File: src/rtl/lbus_if_stream.sv
// LBUS slave: loads an a/b operand bank, streams it to the arithmetic core over
// valid/ready and captures the result. Optional WAIT watchdog: LBUS_IF_STREAM_TIMEOUT_EN.
module lbus_if_stream #(
    parameter int unsigned ADDR_W  = 16,
    parameter int unsigned DATA_W  = 16,
    parameter int unsigned OP_W    = 24,
    parameter int unsigned A_DEPTH = 6,
    parameter int unsigned DOUT_W  = 128,
    parameter int unsigned TIMEOUT = 1024
) (
    input  logic              clk,
    input  logic              rstn,
    input  logic [ADDR_W-1:0] lbus_a,
    input  logic [DATA_W-1:0] lbus_di,
    input  logic              lbus_wr,
    input  logic              lbus_rd,
    output logic [DATA_W-1:0] lbus_do,
    output logic [OP_W-1:0]   a,
    output logic [OP_W-1:0]   b,
    output logic              op_vld,
    input  logic              op_rdy,
    output logic              op_last,
    output logic              blk_en,
    input  logic [DOUT_W-1:0] blk_dout,
    input  logic              blk_dvld,
    output logic              done
);

    localparam int unsigned IDX_W = (A_DEPTH > 1) ? $clog2(A_DEPTH) : 1;
    localparam int unsigned HI_W  = OP_W - DATA_W;
    localparam int unsigned NW    = DOUT_W / DATA_W;
    localparam int unsigned RW    = (NW > 1) ? $clog2(NW) : 1;

    localparam logic [IDX_W-1:0]  IDX_LAST  = IDX_W'(A_DEPTH - 1);
    localparam logic [ADDR_W-1:0] ADDR_STAT = ADDR_W'(32'h0000);
    localparam logic [ADDR_W-1:0] ADDR_CTRL = ADDR_W'(32'h0002);
    localparam logic [ADDR_W-1:0] A_BASE    = ADDR_W'(32'h0100);
    localparam logic [ADDR_W-1:0] A_END     = ADDR_W'(32'h0100 + 2 * A_DEPTH);
    localparam logic [ADDR_W-1:0] B_LO      = ADDR_W'(32'h0110);
    localparam logic [ADDR_W-1:0] B_HI      = ADDR_W'(32'h0111);
    localparam logic [ADDR_W-1:0] R_BASE    = ADDR_W'(32'h0180);
    localparam logic [ADDR_W-1:0] R_END     = ADDR_W'(32'h0180 + NW);

    localparam logic [1:0] ST_IDLE = 2'd0;
    localparam logic [1:0] ST_LOAD = 2'd1;
    localparam logic [1:0] ST_WAIT = 2'd2;

    // Decoding relies on the a-bank fitting in 0x0100..0x010F and results in 0x0180..0x01BF.
    if (OP_W <= DATA_W || OP_W > 2 * DATA_W || A_DEPTH < 1 || A_DEPTH > 8 ||
        (DOUT_W % DATA_W) != 0 || NW > 64 || TIMEOUT < 1) begin : g_param_err
        $error("lbus_if_stream: illegal parameter set");
    end

    logic [1:0]                    state_q, state_d;
    logic [IDX_W-1:0]              idx_q, idx_d;
    logic [OP_W-1:0]               a_bank_q [A_DEPTH];
    logic [OP_W-1:0]               a_bank_d [A_DEPTH];
    logic [OP_W-1:0]               b_bank_q, b_bank_d;
    logic [NW-1:0][DATA_W-1:0]     result_q, result_d;
    logic                          done_q, done_d;
    logic                          ovr_q, ovr_d;
    logic                          tmo_q, tmo_d;
    logic                          wr_pend_q, wr_pend_d;
    logic [ADDR_W-1:0]             wr_addr_q, wr_addr_d;
    logic [DATA_W-1:0]             lbus_do_q, lbus_do_d;
    logic [OP_W-1:0]               a_q, a_d;
    logic [OP_W-1:0]               b_q, b_d;
    logic                          op_vld_q, op_vld_d;
    logic                          op_last_q, op_last_d;
    logic                          blk_en_q, blk_en_d;

`ifdef LBUS_IF_STREAM_TIMEOUT_EN
    localparam int unsigned       TMO_W    = $clog2(TIMEOUT + 1);
    localparam logic [TMO_W-1:0]  TMO_LAST = TMO_W'(TIMEOUT - 1);
    logic [TMO_W-1:0]             tmo_cnt_q, tmo_cnt_d;
`endif

    logic                          busy_c;
    logic                          w_is_a, w_is_op;
    logic [IDX_W-1:0]              w_idx;
    logic                          r_is_a, r_is_res;
    logic [IDX_W-1:0]              r_idx;
    logic [RW-1:0]                 r_k;
    logic [DATA_W-1:0]             rd_data_c;

    assign busy_c  = (state_q != ST_IDLE);
    assign w_is_a  = (wr_addr_q >= A_BASE) && (wr_addr_q < A_END);
    assign w_is_op = w_is_a || (wr_addr_q == B_LO) || (wr_addr_q == B_HI);
    assign w_idx   = wr_addr_q[IDX_W:1];
    assign r_is_a  = (lbus_a >= A_BASE) && (lbus_a < A_END);
    assign r_is_res = (lbus_a >= R_BASE) && (lbus_a < R_END);
    assign r_idx   = lbus_a[IDX_W:1];
    assign r_k     = lbus_a[RW-1:0];

    // Read mux; unmapped addresses (including CTRL) return 0.
    always_comb begin
        rd_data_c = '0;
        if (lbus_a == ADDR_STAT) begin
            rd_data_c = DATA_W'({tmo_q, ovr_q, done_q, busy_c});
        end else if (r_is_a) begin
            if (lbus_a[0]) rd_data_c = DATA_W'(a_bank_q[r_idx][OP_W-1:DATA_W]);
            else           rd_data_c = a_bank_q[r_idx][DATA_W-1:0];
        end else if (lbus_a == B_LO) begin
            rd_data_c = b_bank_q[DATA_W-1:0];
        end else if (lbus_a == B_HI) begin
            rd_data_c = DATA_W'(b_bank_q[OP_W-1:DATA_W]);
        end else if (r_is_res) begin
            rd_data_c = result_q[r_k];
        end
    end

    // Next-state: write capture/commit, operand streaming, result capture.
    always_comb begin
        state_d   = state_q;
        idx_d     = idx_q;
        a_bank_d  = a_bank_q;
        b_bank_d  = b_bank_q;
        result_d  = result_q;
        done_d    = done_q;
        ovr_d     = ovr_q;
        tmo_d     = tmo_q;
        wr_pend_d = 1'b0;
        wr_addr_d = wr_addr_q;
`ifdef LBUS_IF_STREAM_TIMEOUT_EN
        tmo_cnt_d = '0;
`endif

        // A strobe seen on the commit edge belongs to the write already in flight.
        if (!wr_pend_q && lbus_wr) begin
            wr_pend_d = 1'b1;
            wr_addr_d = lbus_a;
        end

        case (state_q)
            ST_LOAD: begin
                if (op_vld_q && op_rdy) begin
                    if (idx_q == IDX_LAST) state_d = ST_WAIT;
                    else                   idx_d   = idx_q + IDX_W'(1);
                end
            end
            ST_WAIT: begin
                if (blk_dvld) begin
                    result_d = blk_dout;
                    done_d   = 1'b1;
                    state_d  = ST_IDLE;
                end
`ifdef LBUS_IF_STREAM_TIMEOUT_EN
                else if (tmo_cnt_q == TMO_LAST) begin
                    tmo_d   = 1'b1;
                    state_d = ST_IDLE;
                end else begin
                    tmo_cnt_d = tmo_cnt_q + TMO_W'(1);
                end
`endif
            end
            default: ;
        endcase

        // Commit overrides the FSM so a soft clear always wins.
        if (wr_pend_q) begin
            if (wr_addr_q == ADDR_CTRL) begin
                if (lbus_di[1]) begin
                    state_d  = ST_IDLE;
                    idx_d    = '0;
                    done_d   = 1'b0;
                    ovr_d    = 1'b0;
                    tmo_d    = 1'b0;
                    result_d = '0;
`ifdef LBUS_IF_STREAM_TIMEOUT_EN
                    tmo_cnt_d = '0;
`endif
                end else if (lbus_di[0] && !busy_c) begin
                    state_d = ST_LOAD;
                    idx_d   = '0;
                    done_d  = 1'b0;
                    ovr_d   = 1'b0;
                    tmo_d   = 1'b0;
                end
            end else if (w_is_op) begin
                if (busy_c) begin
                    ovr_d = 1'b1;
                end else if (w_is_a) begin
                    if (wr_addr_q[0]) a_bank_d[w_idx][OP_W-1:DATA_W] = lbus_di[HI_W-1:0];
                    else              a_bank_d[w_idx][DATA_W-1:0]    = lbus_di;
                end else if (wr_addr_q == B_LO) begin
                    b_bank_d[DATA_W-1:0] = lbus_di;
                end else begin
                    b_bank_d[OP_W-1:DATA_W] = lbus_di[HI_W-1:0];
                end
            end
        end

        // Outputs are registered from the next state so they line up with it.
        op_vld_d  = (state_d == ST_LOAD);
        op_last_d = op_vld_d && (idx_d == IDX_LAST);
        a_d       = op_vld_d ? a_bank_q[idx_d] : '0;
        b_d       = (state_d != ST_IDLE) ? b_bank_q : '0;
        blk_en_d  = (state_d != ST_IDLE);
        lbus_do_d = lbus_rd ? lbus_do_q : rd_data_c;
    end

    always_ff @(posedge clk or negedge rstn) begin
        if (!rstn) begin
            state_q   <= ST_IDLE;
            idx_q     <= '0;
            for (int i = 0; i < int'(A_DEPTH); i++) a_bank_q[i] <= '0;
            b_bank_q  <= '0;
            result_q  <= '0;
            done_q    <= 1'b0;
            ovr_q     <= 1'b0;
            tmo_q     <= 1'b0;
            wr_pend_q <= 1'b0;
            wr_addr_q <= '0;
            lbus_do_q <= '0;
            a_q       <= '0;
            b_q       <= '0;
            op_vld_q  <= 1'b0;
            op_last_q <= 1'b0;
            blk_en_q  <= 1'b0;
        end else begin
            state_q   <= state_d;
            idx_q     <= idx_d;
            a_bank_q  <= a_bank_d;
            b_bank_q  <= b_bank_d;
            result_q  <= result_d;
            done_q    <= done_d;
            ovr_q     <= ovr_d;
            tmo_q     <= tmo_d;
            wr_pend_q <= wr_pend_d;
            wr_addr_q <= wr_addr_d;
            lbus_do_q <= lbus_do_d;
            a_q       <= a_d;
            b_q       <= b_d;
            op_vld_q  <= op_vld_d;
            op_last_q <= op_last_d;
            blk_en_q  <= blk_en_d;
        end
    end

`ifdef LBUS_IF_STREAM_TIMEOUT_EN
    always_ff @(posedge clk or negedge rstn) begin
        if (!rstn) tmo_cnt_q <= '0;
        else       tmo_cnt_q <= tmo_cnt_d;
    end
`endif

    assign lbus_do = lbus_do_q;
    assign a       = a_q;
    assign b       = b_q;
    assign op_vld  = op_vld_q;
    assign op_last = op_last_q;
    assign blk_en  = blk_en_q;
    assign done    = done_q;

endmodule

File: config.mk
export PLATFORM = sky130hd
export DESIGN_NAME = lbus_if_stream
export DESIGN_NICKNAME = d
export VERILOG_FILES = /design/src/rtl/lbus_if_stream.sv
export SDC_FILE = /design/constraint.sdc
export NUM_CORES = 1
export LEC_CHECK = 0
export CAP_MARGIN = 20
export CORE_MARGIN = 2
export CORE_UTILIZATION = 60
export CTS_CLUSTER_DIAMETER = 100
export CTS_CLUSTER_SIZE = 28
export DETAILED_ROUTE_END_ITERATION = 6
export PLACE_DENSITY_LB_ADDON = 0.2
export SYNTH_ARGS = -nofsm -noshare
export SYNTH_HDL_FRONTEND = slang
export SYNTH_SLANG_ARGS = --single-unit
File: constraint.sdc
create_clock -name clk -period 4.5 [get_ports clk]
set_input_delay 0.675 -clock clk [delete_from_list [all_inputs] [get_ports clk]]
set_output_delay 0.675 -clock clk [all_outputs]
set_load 0.02 [all_outputs]
# Yosys cells after proc, flatten, opt, wreduce, memory -nomap -nowiden
# Cells that the tools add are included.
# totals
mem_count	0
in_bits	166
mem_bits_ro	0
out_inout_bits	68
wordCells	137
latchBits	0
ff_bits	388
ram_bits	0
# op_classes
n_eq_ne	11
reduce_logical	23
shift	0
div_mod_pow	0
order_cmp	11
mux	55
bitwise_logic	7
n_addsub	1
multipliers	0
# ops
operator	n
$mux 128	5
$bwmux 144	2
$mux 24	7
$bmux 24 s3	2
$demux 24 s3	2
$mux 144	1
$mux 16	8
$eq 16x9->1 const B	4
$bmux 16 s3	1
$ge 16x9->1 const B	3
$lt 16x9->1 const B	3
$mux 3	7
$eq 16x2->1 const B	1
$logic_not 16->1	1
$mux 2	7
$ge 4x4->1 const B	3
$mux 1	12
$not 3->4	3
$reduce_and 6->1	2
$reduce_bool 2->1	5
$logic_and 1x1->1	8
$eq 3x3->1 const B	2
$reduce_and 5->1	1
$eq 2x1->1 const B	2
other kinds (11)	16

# Depth between registers and ports, before layout
# Gate-level depths: netlist of the first run.
# depth
word_depth	13
ltp_mapped	10

# Worst setup path after synthesis of the first run
# OpenSTA, ideal clock, no wires.
# synth_path
path_kind	input port to flip-flop
startpoint	in lbus_a[1]
endpoint	reg lbus_do_q[7] (netlist: lbus_do[7])
setup_ps	121
stages	8
required_time_ps	4379
slack_ps	2119
t_arrival_ps	2260
path_cell_list	buf_2 -> buf_4 -> buf_2 -> buf_2 -> mux4_2 -> mux2i_1 -> o21ai_0 -> a22o_1
# synth_between
elab_chain_len	7
elab_cells_between_ends	21
classes_between	order compare: 4; eq/ne: 2; mux: 11; bitwise: 1; reduce/logical: 3
# synth_rtl
item	line	rtl
start: declaration	13	input logic [ADDR_W-1:0] lbus_a,
$ge 16x9->1 (tied with other cells)	91	assign r_is_res = (lbus_a >= R_BASE) && (lbus_a < R_END);
$logic_and 1x1->1 (tied with other cells)	91	
$mux 16 / $mux 24 (equally long branches)	107, 102	
$mux 16 / $mux 24 (equally long branches)	105, 102	
$mux 16, on equally long branches	103, 101	
$mux 16	100	end else if (r_is_a) begin
$mux 16 *	98	if (lbus_a == ADDR_STAT) begin
end signal: assignment	231	lbus_do_q <= lbus_do_d;
end: declaration	65	logic [DATA_W-1:0] lbus_do_q, lbus_do_d;
# Every way passes the cells marked *; elsewhere a longest branch is shown, timed or not. The select of a mux whose other input is x is not followed.
# A chain may end at the register's enable or synchronous reset.

# Final worst setup path of the first run
# layout_path
startpoint	reg state_q[1]
endpoint	reg a_q[15] (netlist: a[15])
# layout_between
elab_chain_len	12
elab_cells_between_ends	24
classes_between	eq/ne: 3; mux: 17; bitwise: 1; reduce/logical: 3
# layout_rtl
item	line	rtl
start: declaration	54	logic [1:0] state_q, state_d;
start signal: assignment	221	state_q <= state_d;
$reduce_bool 2->1	86	assign busy_c = (state_q != ST_IDLE);
$logic_not 1->1	172	end else if (lbus_di[0] && !busy_c) begin
$logic_and 1x1->1	172	
$mux 3	172	
$mux 3	162	if (lbus_di[1]) begin
$mux 3	161	if (wr_addr_q == ADDR_CTRL) begin
$mux 3	160	if (wr_pend_q) begin
$not 3->4 (not written as such)	196	a_d = op_vld_d ? a_bank_q[idx_d] : '0;
$bmux 24 s3	196	
$mux 24 (not written as such) (2 in a row)	196	
$mux 24 *	196	
via a_d[15]	66	logic [OP_W-1:0] a_q, a_d;
end signal: assignment	215	a_q <= '0;
end signal: assignment	232	a_q <= a_d;
end: declaration	66	
# The timed path passes the listed nets; every way through them passes the cells marked *. The select of a mux whose other input is x is not followed.

==> results.md, run 1 <==
* Fmax at 338.0 MHz
* Nature of the critical path endpoint: flop
* Syn Inst Count at 1593
* Largest buffer count on any clock path at 3
* DR vias/cell at 6.542
* Mapped cell area at 18810 um^2
* Synth Flop Type: dfrtp_1
* Vias at 13970
* Cts bufs inserted at 17
* GR Overflow Total at 0
* CTS sink count at 387
* CTS tree: built
* Core Area at 30750 um^2
* Min Tclk post-route at 2958 ps
* I/O pin total at 234
* Synth Net Count at 1764
* Met1 usage at 41.78%
* RSZ-0062 raised after global routing: no
* Met3 Use GR at 5.886%
* Initial core utilization at 61.17%
* First-pass DRT Iterations at 5
* Die W at 181.1 um
* Pin count of the biggest net entering global routing at 118
* Register Area at 9684 um^2
* Crit path DAT at 3340 ps
* CP Capture Point: a[15]
* Critical Path Fanout Max at 48
* H-Tree Depth at 1
* Post-synth EDFFs at 0
* R2R depth at 9
* Final setup fails at 0
* FF-to-FF Start: state_q[1]
* R2r endpoint: a[15]
* PwrDens at 327.6 nW/um^2
* Area Overhead vs Synth at 15.81%
* Worst setup path startpoint: state_q[1]
* R2R setup slack at 1540 ps
* CTS Hold Buffers Added at 0
* Grt met2 use at 52.29%
* Area taken by multi-input logic gates at 8483 um^2
* Die height at 181.1 um
* Synth unique cells at 81
* Design Area, Final at 21780 um^2
* Initial antenna violation count at 2
* CP startpoint kind: flop
* Max-Cap Viols at 0
* Final period util at 65.74%
* Die footprint at 32780 um^2
* DP Area at 21320 um^2
* Ratio of cells with drive above 1 in the final layout at 20.66%
* CP required at 4880 ps
* Run status: completed
* PortBufs at 233
* Post-CTS Setup Inserts at 0
* Max_slew headroom at 25.23%
* Vias in the first global route at 14430
* Worst Hold Class: in2async
* Avg Synthesized Cell Area at 11.81 um^2
* Inst Count DP at 2115
* Nets@finish at 1909
* Post-CTS resize count at 0
* Site Rows at 64
* Top Usage Layer GRT: met2
* LEAKAGE at 9.576 nW
* Seq cells post-synth at 387
* Clock latency on the worst-skew pair at 530 ps
* Clock transition at path regs at 110 ps
* DP HPWL at 34.71 mm
* Antenna viol nets, final at 0
* Residual DRC at 0
* YS warnings at 0
* Drt initial violations at 1349
* Tightest Pin Transition at 1118 ps
* Clk_skew at 16.27 ps
* Seq/Total Area, Yosys at 51.49%
* Crit Path Class: reg2reg
* Total track usage at 31.44%
* Placer Congestion at 0.8452
* Hold Fails Final Rpt at 0
* First-pass GRT wire length at 80.76 mm
* # fillers at 2200
* Routed wire length at 51.05 mm
* Max Slew Vio Count at 0
* Setup TNS at 0 ps
* VDD IR max at 0.0002113 V
* Async S/R FF share, synth at 100.0%
* Root Driver: clkbuf_16
* Filler-free cell count of the finished design at 2135
* Wire per inst at 23.91 um
cell usage after synthesis, types with 11 or more instances:
library cell	instances	share of area, %
o21ai_0	19	0.51
dfrtp_1	387	51
o221ai_1	28	1.3
clkbuf_1	86	1.7
and2_1	25	0.83
nor2_1	18	0.36
a211oi_1	14	0.56
nand3_1	138	3.7
a21oi_1	192	5.1
buf_2	28	0.75
mux2_2	192	11
mux2i_1	49	2.6
inv_1	11	0.22
nand2_1	146	2.9
and3_1	11	0.37
mux4_2	55	6.6
power breakdown:
part | switching, W | leakage, nW | internal (W) | total (W)
clock | 0.00107 | 0.225 | 0.000749 | 0.00182
combinational | 0.000606 | 4.25 | 0.000593 | 0.00120
sequential | 0.000247 | 5.10 | 0.00387 | 0.00412
stage by stage:
stage	worst slack [ps]	total power [W]	utilization (%)	hold WS [ps]
floorplan	2119	0.004844	-	379.4
global placement	1198	0.005311	69.34	487.1
detailed placement	1103	0.005377	69.34	497.3
CTS	1581	0.007154	70.83	259.0
global route	1406	0.007437	70.83	279.9
finish	1542	0.007136	70.84	191.6
placed cells by master, fill, tap and decap left out, types with 14 or more instances in the layout:
master	n
mux4_2	55
a21oi_1	192
nand3_1	138
mux2_2	192
clkdlybuf4s50_1	229
clkbuf_16	17
o221ai_1	28
nor2_1	17
o21ai_0	19
nand2_1	145
a211oi_1	14
mux2i_1	49
dfrtp_1	387
buf_4	22
and2_1	25
flip-flops by register name, summed over array words and instances, names as in the netlist:
signal	flops
result_q	128
op_vld	1
b_bank_q	24
idx_q	3
a_bank_q	144
lbus_do	16
b	24
op_last	1
wr_addr_q	16
blk_en	1
state_q	2
a	24
ovr_q	1
done	1
wr_pend_q	1
per-layer routing:
metal | share of wire (%) | up-vias
li1 | - | 6126
met1 | 40 | 7100
met2 | 49 | 636
met3 | 8.0 | 104
met4 | 3.4 | 2
met5 | 0.016 | -
final cells by class:
| cell class | count | area share (%) |
|---|---|---|
| well taps | 396 | 2.275 |
| multi-input cells | 1061 | 38.94 |
| inverters | 11 | 0.1895 |
| repair buffers | 260 | 12.02 |
| clock buffers | 18 | 1.970 |
| clock inverters | 1 | 0.1379 |
| flip-flops and latches | 387 | 44.46 |
| diodes | 1 | 0.01149 |
logic make-up (layout without fill, tap and decap cells):
kind of cell	count (synthesis)	after routing	share of synthesized area, %
buf+inv	145	290	3.592
flops	387	387	51.49
simple gates	417	417	11.73
fa+ha+maj	5	5	0.3326
xor+xnor	1	1	0.04657
mux	312	312	21.85
other cells	0	1	0
compound gates	326	326	10.96
critical path: stages (launching register included):
cell and delay [ps]:
dfrtp_1 420, inv_1 110, ha_1 160, and3_1 250, a21boi_2 350, xnor2_2 150, buf_4 670, mux2_2 420
a21oi_1 180, a211oi_2 80
worst min path at each step:
stage               endpoint  cells after the start  slack (ps)
6_report        a_bank_q[89]                      1         190
5_1_grt                a[17]                      1         280
4_1_cts         a_bank_q[68]                      1         260
3_5_place_dp   wr_addr_q[10]                      1         500
3_3_place_gp           b[17]                      1         490
2_1_floorplan           a[0]                      0         380
No activity file was read; power rests on OpenSTA's default activity.
==> inputs of run 2 (changes only) <==
--- a/config.mk
+++ b/config.mk
@@ -7,7 +7,7 @@
 export LEC_CHECK = 0
 export CAP_MARGIN = 20
 export CORE_MARGIN = 2
-export CORE_UTILIZATION = 60
+export CORE_UTILIZATION = 51
 export CTS_CLUSTER_DIAMETER = 100
 export CTS_CLUSTER_SIZE = 28
 export DETAILED_ROUTE_END_ITERATION = 6
==> constraint.sdc (replaced) <==
create_clock -name clk -period 2.6 [get_ports clk]
set_input_delay 0.39 -clock clk [delete_from_list [all_inputs] [get_ports clk]]
set_output_delay 0.39 -clock clk [all_outputs]
set_load 0.02 [all_outputs]
==> run 2 against run 1 <==
Effect of this change:
- via count grew 1.2%
- cell area grew 5.2%
- sequential cell count is the same
- hold slack gained 160 ps
- critical endpoint is now a[8]
- utilization shrank 7.9 points
==> results.md, run 2 (same netlist as run 1, synthesis figures left out) <==
* Run status: completed (unchanged)
* CP Cell Sequence: inv_1, ha_1, a21oi_1, or3_1, o211ai_2, buf_4, o221ai_1, a211oi_1 (was inv_1, ha_1, and3_1, a21boi_2, xnor2_2, buf_4, mux2_2, a21oi_1, a211oi_2)
* Cts bufs inserted at 18 (was 17)
* Worst path slowest cell: dfrtp_1 (was buf_4)
* Max Slew Vio Count at 0 (unchanged)
* Core Area at 36430 um^2 (was 30750 um^2)
* Total track usage at 28.45% (was 31.44%)
* # diodes at 0 (was 1)
* H-Tree Depth at 1 (unchanged)
* DR vias/cell at 6.165 (was 6.542)
* GR Overflow Total at 0 (unchanged)
* Largest regs: a_bank_q (144), result_q (128) (unchanged)
* R2r endpoint: a[8] (was a[15])
* Critical Path Fanout Max at 8 (was 48)
* Hold depth at 2
* Vias at 14130 (was 13970)
* R2R depth at 8 (was 9)
* Min-delay src: lbus_a[0]
* Fin util at 62.93% (was 70.84%)
* Area Overhead vs Synth at 21.89% (was 15.81%)
* Antenna viol nets, final at 0 (unchanged)
* Die footprint at 38430 um^2 (was 32780 um^2)
* Crit Path Class: reg2reg (unchanged)
* Site Rows at 70 (was 64)
* CP max stage delay at 430 ps (was 670 ps)
* CP required at 3020 ps (was 4880 ps)
* LEAKAGE at 10.13 nW (was 9.576 nW)
* First-pass GRT wire length at 84.48 mm (was 80.76 mm)
* Nets@finish at 1993 (was 1909)
* Routed wire length at 54.54 mm (was 51.05 mm)
* First-pass DRT Iterations at 5 (unchanged)
* Fmax at 402.1 MHz (was 338.0 MHz)
* Tightest Pin Transition at 731.6 ps (was 1118 ps)
* Clk_skew at 28.50 ps (was 16.27 ps)
* FF-to-FF Start: state_q[0] (was state_q[1])
* Nature of the critical path endpoint: flop (unchanged)
* PwrDens at 555.2 nW/um^2 (was 327.6 nW/um^2)
* Crit path DAT at 2910 ps (was 3340 ps)
* Ratio of cells with drive above 1 in the final layout at 24.45% (was 20.66%)
* Largest register FFs at 144 (unchanged)
* PortBufs at 233 (unchanged)
* Worst setup path startpoint: state_q[0] (was state_q[1])
* Placer Congestion at 0.9139 (was 0.8452)
* Residual DRC at 0 (unchanged)
* Vias in the first global route at 14490 (was 14430)
* Commonest non-fill, non-tap cell in the layout: dfrtp_1 (unchanged)
* Worst Hold Class: in2reg (was in2async)
* CTS sink count at 387 (unchanged)
* R2R setup slack at 110 ps (was 1540 ps)
* Max-Cap Viols at 0 (unchanged)
* Wire per inst at 23.80 um (was 23.91 um)
* Final period util at 95.65% (was 65.74%)
* CTS tree: built (unchanged)
* Total power at 0.01273 W (was 0.007136 W)
* Post-CTS Setup Inserts at 0 (unchanged)
* Drt initial violations at 1279 (was 1349)
* Final setup fails at 0 (unchanged)
* VDD IR max at 0.0004658 V (was 0.0002113 V)
* Commonest non-fill, non-tap cells in the layout: dfrtp_1, clkdlybuf4s50_1, a21oi_1, mux2_2, nand2_1 (unchanged)
* Initial antenna violation count at 0 (was 2)
* Hold Crit Endpoint: wr_addr_q[0]
* Top reg by flops: a_bank_q (unchanged)
* Root Driver: clkbuf_16 (unchanged)
* Min Tclk post-route at 2487 ps (was 2958 ps)
* Hold Fails Final Rpt at 0 (unchanged)
* DP HPWL at 38.27 mm (was 34.71 mm)
* Initial core utilization at 51.62% (was 61.17%)
* I/O pin total at 234 (unchanged)
* Largest buffer count on any clock path at 3 (unchanged)
* Clock transition at path regs at 110 ps (about the same)
* Die W at 196.0 um (was 181.1 um)
* Die height at 196.0 um (was 181.1 um)
* CP startpoint kind: flop (unchanged)
* Max_slew headroom at 51.08% (was 25.23%)
* Pin count of the biggest net entering global routing at 130 (was 118)
* Clock latency on the worst-skew pair at 540 ps (was 530 ps)
* RSZ-0062 raised after global routing: no (unchanged)
==> run 2: cell types whose count changed in the layout (fill, tap and decap cells not counted), sizes merged <==
cell,previous run,this run
clkinv,0,1
dlygate4sd3,0,1
inv,11,12
buf,31,113
diode,1,0
clkbuf,18,19
==> run 2: worst max path at each step <==
stage,end,cells past startpoint
after global routing,a[8],8
after floorplan,a[19],10
after CTS,a[23],8
final,a[8],8
after detailed placement,lbus_do[0],7
after global placement,lbus_do[3],7
==> run 2: through the flow <==
| step | TNS [ps] | setup WS, ps | area (um^2) | hold slack, ps | std cells |
|---|---|---|---|---|---|
| floorplan | 0 | 367.3 | 18810 | 94.41 | 1593 |
| global placement | -497.4 | -83.55 | 22360 | 346.6 | 2268 |
| detailed placement | -1115 | -190.4 | 22360 | 343.4 | 2268 |
| CTS | 0 | 97.21 | 22910 | 335.6 | 2291 |
| global route | 0 | 18.13 | 22930 | 362.5 | 2292 |
| finish | 0 | 113.2 | 22930 | 351.0 | 2292 |
==> run 2: report_power, final <==
part / internal [W] / switching [W] / total [W] / leakage (nW)
combinational: 0.00109 / 0.00109 / 0.00218 / 4.76
clock: 0.00145 / 0.00199 / 0.00344 / 0.264
sequential: 0.00670 / 0.000411 / 0.00711 / 5.10
==> run 2: timing repair <==
action                     CTS  global route
gates resized for setup      0             1
hold buffers                 1             0
setup endpoints to repair    0             1
hold endpoints to repair    42             0
==> run 2: worst max-delay path, delay by kind of cell, from the launching register on <==
kind	cells	cell delay, ps
adders and majority gates	1	360
buffers and inverters	2	390
DFF	1	430
AOI/OAI and AO/OA	4	780
and+or+nand+nor	1	410
==> run 2: layout make-up <==
cell class / count / area [um^2]
multi-input cells: 1061 / 8488
flip-flops and latches: 387 / 9684
fillers: 2877 / 13510
inverters: 11 / 41.29
well taps: 468 / 585.6
clock buffers: 19 / 475.5
clock inverters: 3 / 68.82
repair buffers: 343 / 3583
==> run 2: routing by layer <==
layer	track usage (%)	vias to the layer above	wire length, um
li1	-	6290	-
met1	38.34	7185	22560
met2	48.02	564	26880
met3	4.126	92	3447
met4	8.838	0	1660
met5	0	-	0
